--- src/rtl/uart_tx_fifo_if.sv ---
// Handshake bundle between a byte producer, the transmit FIFO and the UART transmitter.
// The master side writes bytes and returns tx_complete; the slave side is the FIFO.
interface uart_tx_fifo_if #(
  parameter int DEPTH = 16
);
  localparam int AW = $clog2(DEPTH);

  logic          wr_en;
  logic [7:0]    wr_data;
  logic          flush;
  logic          tx_complete;
  logic          tx_en;
  logic [7:0]    tx_byte;
  logic          full;
  logic          empty;
  logic [AW:0]   count;
  logic          overflow;
  logic          busy;

  modport master (
    output wr_en, wr_data, flush, tx_complete,
    input  tx_en, tx_byte, full, empty, count, overflow, busy
  );

  modport slave (
    input  wr_en, wr_data, flush, tx_complete,
    output tx_en, tx_byte, full, empty, count, overflow, busy
  );
endinterface

--- src/rtl/uart_tx_fifo.sv ---
// Byte FIFO feeding a UART transmitter: queues pushed bytes and hands them out one at a
// time with an active-low start strobe, waiting for the transmitter's done pulse.
//
// state | meaning
// IDLE  | nothing in flight; pops the head byte when the queue is non-empty
// START | byte latched on tx_byte; tx_en is driven low on the way out of this state
// WAIT  | byte in flight; leaves on tx_complete
module uart_tx_fifo #(
  parameter int DEPTH = 16
) (
  input  logic          sourceClk,
  input  logic          reset,
  uart_tx_fifo_if.slave bus
);
  localparam int AW = $clog2(DEPTH);
  localparam logic [AW:0] DEPTH_CNT = (AW + 1)'(DEPTH);

  typedef enum logic [1:0] {
    IDLE  = 2'd0,
    START = 2'd1,
    WAIT  = 2'd2
  } state_t;

  state_t        state;
  state_t        state_next;

  logic [7:0]    mem [DEPTH];
  logic [AW-1:0] wr_ptr;
  logic [AW-1:0] rd_ptr;
  logic [AW:0]   count_q;
  logic [AW:0]   count_next;

  logic          push;
  logic          pop;
  logic          drop;

  logic          tx_en_q;
  logic [7:0]    tx_byte_q;
  logic          full_q;
  logic          empty_q;
  logic          overflow_q;
  logic          busy_q;

  always_ff @(posedge sourceClk or negedge reset) begin
    if (!reset) begin
      state <= IDLE;
    end else begin
      state <= state_next;
    end
  end

  // A pop only happens from IDLE and is suppressed by flush; flush never moves the FSM.
  always_comb begin
    state_next = state;
    pop        = 1'b0;
    case (state)
      IDLE: begin
        if (!bus.flush && (count_q != '0)) begin
          pop        = 1'b1;
          state_next = START;
        end
      end
      START: state_next = WAIT;
      WAIT: begin
        if (bus.tx_complete) begin
          state_next = IDLE;
        end
      end
      default: state_next = IDLE;
    endcase
  end

  // A full queue still accepts a byte when the head leaves in the same cycle.
  always_comb begin
    push = bus.wr_en && !bus.flush && (!full_q || pop);
    drop = bus.wr_en && !bus.flush && full_q && !pop;
    if (bus.flush) begin
      count_next = '0;
    end else begin
      count_next = count_q + {{AW{1'b0}}, push} - {{AW{1'b0}}, pop};
    end
  end

  always_ff @(posedge sourceClk) begin
    if (push) begin
      mem[wr_ptr] <= bus.wr_data;
    end
  end

  always_ff @(posedge sourceClk or negedge reset) begin
    if (!reset) begin
      wr_ptr  <= '0;
      rd_ptr  <= '0;
      count_q <= '0;
    end else if (bus.flush) begin
      wr_ptr  <= '0;
      rd_ptr  <= '0;
      count_q <= '0;
    end else begin
      if (push) begin
        wr_ptr <= wr_ptr + 1'b1;
      end
      if (pop) begin
        rd_ptr <= rd_ptr + 1'b1;
      end
      count_q <= count_next;
    end
  end

  // tx_en follows the state one edge late, so the low pulse lands the cycle after START.
  always_ff @(posedge sourceClk or negedge reset) begin
    if (!reset) begin
      tx_en_q    <= 1'b1;
      tx_byte_q  <= 8'h00;
      full_q     <= 1'b0;
      empty_q    <= 1'b1;
      overflow_q <= 1'b0;
      busy_q     <= 1'b0;
    end else begin
      tx_en_q    <= (state != START);
      if (pop) begin
        tx_byte_q <= mem[rd_ptr];
      end
      full_q     <= (count_next == DEPTH_CNT);
      empty_q    <= (count_next == '0);
      overflow_q <= drop;
      busy_q     <= (state_next != IDLE);
    end
  end

  assign bus.tx_en    = tx_en_q;
  assign bus.tx_byte  = tx_byte_q;
  assign bus.full     = full_q;
  assign bus.empty    = empty_q;
  assign bus.count    = count_q;
  assign bus.overflow = overflow_q;
  assign bus.busy     = busy_q;
endmodule

--- src/flat_wrapper.sv ---
// flat-port wrapper written by rule: the top's interface ports become plain ports
module uart_tx_fifo_flat 
#(
  parameter int DEPTH = 16
)
  (sourceClk, reset, bus_wr_en, bus_wr_data, bus_flush, bus_tx_complete, bus_tx_en, bus_tx_byte, bus_full, bus_empty, bus_count, bus_overflow, bus_busy);
  uart_tx_fifo_if #(.DEPTH(DEPTH)) bus_i ();
  input  logic sourceClk;
  input  logic reset;
  input wire logic [$bits(bus_i.wr_en)-1:0] bus_wr_en;
  input wire logic [$bits(bus_i.wr_data)-1:0] bus_wr_data;
  input wire logic [$bits(bus_i.flush)-1:0] bus_flush;
  input wire logic [$bits(bus_i.tx_complete)-1:0] bus_tx_complete;
  output wire logic [$bits(bus_i.tx_en)-1:0] bus_tx_en;
  output wire logic [$bits(bus_i.tx_byte)-1:0] bus_tx_byte;
  output wire logic [$bits(bus_i.full)-1:0] bus_full;
  output wire logic [$bits(bus_i.empty)-1:0] bus_empty;
  output wire logic [$bits(bus_i.count)-1:0] bus_count;
  output wire logic [$bits(bus_i.overflow)-1:0] bus_overflow;
  output wire logic [$bits(bus_i.busy)-1:0] bus_busy;
  assign bus_i.wr_en = bus_wr_en;
  assign bus_i.wr_data = bus_wr_data;
  assign bus_i.flush = bus_flush;
  assign bus_i.tx_complete = bus_tx_complete;
  assign bus_tx_en = bus_i.tx_en;
  assign bus_tx_byte = bus_i.tx_byte;
  assign bus_full = bus_i.full;
  assign bus_empty = bus_i.empty;
  assign bus_count = bus_i.count;
  assign bus_overflow = bus_i.overflow;
  assign bus_busy = bus_i.busy;
  uart_tx_fifo #(.DEPTH(DEPTH)) u_core (.sourceClk(sourceClk), .reset(reset), .bus(bus_i));
endmodule
--- config.mk ---
export PLATFORM = sky130hd
export DESIGN_NAME = uart_tx_fifo_flat
export DESIGN_NICKNAME = d
export VERILOG_FILES = /design/src/rtl/uart_tx_fifo_if.sv /design/src/rtl/uart_tx_fifo.sv /design/src/flat_wrapper.sv
export SDC_FILE = /design/constraint.sdc
export NUM_CORES = 1
export LEC_CHECK = 0
export BUFFER_PORTS_ARGS = -buffer_cell sky130_fd_sc_hd__buf_4
export CORE_AREA = 2 2 164 102
export DETAILED_ROUTE_END_ITERATION = 8
export DIE_AREA = 0 0 166 104
export PLACE_DENSITY = 0.64
export SLEW_MARGIN = 0
export SYNTH_ARGS = -nofsm -noshare
export SYNTH_HDL_FRONTEND = slang
export SYNTH_SLANG_ARGS = --single-unit
--- constraint.sdc ---
create_clock -name sourceClk -period 6 [get_ports sourceClk]
set_clock_uncertainty 0.1 [all_clocks]
set_input_delay 1.2 -clock sourceClk [delete_from_list [all_inputs] [get_ports sourceClk]]
set_output_delay 1.2 -clock sourceClk [all_outputs]
set_load 0.05 [all_outputs]
==> impl_metrics.csv <==
group,metric,value,unit
run_status,outcome,"complete, no violations",
pwr,p_int,2.27,mW
synth,synthTopCellsByArea,"edfxtp_1 61%, mux4_2 11%, dfrtp_1 10%",
finish,diodes,0,
sta,fin_tns_setup,0,ns
setup_path,path_max_fanout,20,
setup_path,slowest_delay,0.57,ns
clock_tree,cts_buffers,17,
synth,synth_cell_type_count,43,
min_path,hp-class,"reg -> reg",
setup_path,crit_cells,12,
floorplanning,initial_core_util,40.0,%
floorplanning,core,0.0158,mm^2
detailed_routing,drtIter0Drc,248,
finish,design_area,0.00736,mm^2
detailed_routing,drc,0,
floorplanning,die_w,166,um
placement,placed_area,0.00673,mm^2
finish,post-route-util,46.5,%
detailed_routing,dr.pass1.iters,4,
setup_path,crit_buf_inv,3,
pwr,power_frac_seq,40.3,%
synth,seq_area_frac_synth,71.8,%
placement,gp_congestion,0.781,
sta,setup_viol,0,
setup_path,critical_path_required,6.24,ns
finish,drive_gt1_share,25.8,%
clock_tree,hold_buffers,0,
grt,grt_start_max_net_pins,36,
synth,synth_top_area_share,60.7,%
sta,finalHoldViolCount,0,
setup_path,arrival,4.18,ns
synth,syn_inst,346,
pwr,peakVddDrop,0.337,mV
synth,ys_warn_count,0,
grt,first_global_vias,3268,
clock_tree,cts.sinks,156,
synth,syn-cell-area,0.00633,mm^2
detailed_routing,routed_wl,12300,um
flow_run,cap_violations,0,
pwr,leakagePower,2.59,nW
finish,nFillCells,1328,
placement,port_buffers,30,
synth,syn_nets,370,
pwr,p_per_area,445,mW/mm^2
clock_tree,post_cts_buffers,0,
floorplanning,num_rows,36,
sta,period_needed,3.94,ns
detailed_routing,ant_nets,0,
grt,grt_pass1_wl,19600,um
sta,fmax,254,MHz
pwr,p_total,3.27,mW
pwr,pwr-share-comb,26.4,%
setup_path,path_cells,"buf_4, inv_1, nand3_1, or2_2, nand2_1, ha_1, inv_1, fa_1, nand2b_1, a21oi_1, o21ai_0, a41o_1",
sta,finalCritPeriodShare,65.6,%
finish,multi_input_area,0.00163,mm^2
detailed_routing,routedWlPerCell,20.5,um
detailed_routing,viasPerCell,5.27,
finish,area.growth.synth_to_final,16.2,%
setup_path,r2r_cells,13,
clock_tree,cts-root-buf,"clkbuf_16",
grt,grt_overflow,0,
clock_tree,cts_tree,"built",
sta,rsz0062_at_grt,"no",
finish,layout_common_cells,"128 x edfxtp_1, 32 x mux4_2, 31 x buf_4, 24 x dfrtp_1, 22 x clkbuf_16",
setup_path,cp-end-kind,"register",
sta,drv_slew,0,
finish,layout_commonest_cell,"edfxtp_1",
detailed_routing,dr_total_vias,3166,
synth,synth_top_cell_by_area,"edfxtp_1",
grt,antenna_found_initial,0,
min_path,hold_depth,1,
sta,tightest_slew,0.897,ns
clock_tree,htree_levels,4,
clock_tree,clock_path_buffers,2,
finish,fin_nets,403,
setup_path,critPathSlowestCell,"nand3_1",
pwr,switching_share,30.7,%
floorplanning,die_y,104,um
setup_path,critPathKind,"in -> reg",
grt,track_usage,15.5,%
synth,ys_ff_latch,156,
floorplanning,io_pins,31,
pwr,p_switching,1.01,mW
clock_tree,clkTransAtPathRegs,0.06,ns
pwr,clkPwrFrac,33.3,%
clock_tree,post_cts_resized,0,
synth,synth_edf_count,128,
setup_path,crit_family,"simple AND/OR/NAND/NOR gates",
placement,place_hpwl,8310,um
floorplanning,dieArea,0.0173,mm^2
setup_path,worstSetupStartpointType,"input pin",
synth,synthArstFlopShare,17.9,%
synth,synth_flop_cell,"edfxtp_1",
clock_tree,clk_latency,0.42,ns
synth,avgSynthCellArea,18.3,um^2
setup_path,crit_top_cell,"inv_1",
sta,relSlewSlack,40.0,%
finish,seqCellArea,0.00455,mm^2
[cell usage after synthesis, types with 2 or more instances]
cell      count
dfstp_2       2
a21oi_1       7
buf_2         6
a41o_1        2
edfxtp_1    128
or2_2         2
nor4b_2       2
o22ai_1       8
a21o_1        9
nand2b_1      4
buf_4         3
xor2_1        4
a211oi_1      8
nand2_1       8
mux4_2       32
clkbuf_1      4
o21ai_0       3
buf_1         2
and2_1       13
nand3_1       5
or3_1         2
xnor2_1       2
buf_6         2
dfrtp_1      26
mux2i_1       8
nor2_1       14
ha_1         10
inv_1        15
[registers in the layout, indices dropped and copies added, names as in the netlist]
signal,count
u_core.bus.overflow,1
u_core.state,2
u_core.wr_ptr,4
u_core.bus.tx_byte,8
u_core.bus.empty,1
u_core.bus.busy,1
u_core.rd_ptr,4
u_core.bus.count,5
u_core.mem,128
u_core.bus.full,1
u_core.bus.tx_en,1
[logic make-up after synthesis]
kind of cell               share of synthesized area (%)
DFF                                                 71.8
and+or+nand+nor                                     5.32
xor gates and xnor gates                           0.830
buffers and inverters                               2.43
muxes                                               12.6
adders and majority gates                           2.29
AOI/OAI and AO/OA                                   4.66
[per-stage QoR]
stage | worst slack, ns | hold WS (ns) | instances
after floorplan | 2.62 | 0.320 | 346
after global routing | 1.77 | 0.369 | 601
after detailed placement | 1.65 | 0.343 | 569
final | 2.06 | 0.347 | 601
after CTS | 2.07 | 0.351 | 601
after global placement | 1.80 | 0.332 | 569
[final cells by class]
type | count | share of cell area [%]
clock buffers | 27 | 8.01
clock inverters | 5 | 0.493
inverters | 15 | 0.765
multi-input cells | 158 | 22.2
flip-flops and latches | 156 | 61.8
well taps | 209 | 3.56
repair buffers | 31 | 3.16
[per-layer routing]
metal  GRT usage [%]  up-vias  wire, um
li1                -     1428         -
met1            23.2     1642      6220
met2            21.9       85      5260
met3            4.07       11       731
met4            5.16        0       117
met5               0        -         0
[power groups by stage]
stage / registers, mW / logic, mW / clock network, mW
after CTS: 1.32 / 0.878 / 1.11
after detailed placement: 1.34 / 0.876 / 0
after floorplan: 1.50 / 0.493 / 0
after global placement: 1.34 / 0.862 / 0
after global routing: 1.33 / 0.944 / 1.15
final: 1.32 / 0.866 / 1.09
[worst reg2reg max path, stage by stage, from the launching register on]
cell      delay [ns]
dfrtp_1         0.39
inv_1           0.08
ha_1            0.18
or4b_1          0.30
nand3_1         0.60
or2_2           0.56
nand2_1         0.08
ha_1            0.17
inv_1           0.05
fa_1            0.38
nand2b_1        0.16
a21oi_1         0.27
o21ai_0         0.16
a41o_1          0.27
[worst paths after layout]
| check | startpoint | endpoint | slack, ns |
|---|---|---|---|
| max in group asynchronous | reset | u_core.bus.tx_en$_DFF_PN1_ | 4.89 |
| setup / recovery | bus_flush | u_core.bus.empty$_DFF_PN1_ | 2.06 |
| hold / removal | u_core.state[0]$_DFF_PN0_ | u_core.bus.tx_en$_DFF_PN1_ | 0.35 |
| min in group asynchronous | reset | u_core.bus.count[3]$_DFF_PN0_ | 0.59 |
| hold reg to reg | u_core.state[0]$_DFF_PN0_ | u_core.bus.tx_en$_DFF_PN1_ | 0.35 |
| setup reg to reg | u_core.bus.count[2]$_DFF_PN0_ | u_core.bus.empty$_DFF_PN1_ | 2.17 |
(Power assumes the default switching activity.)
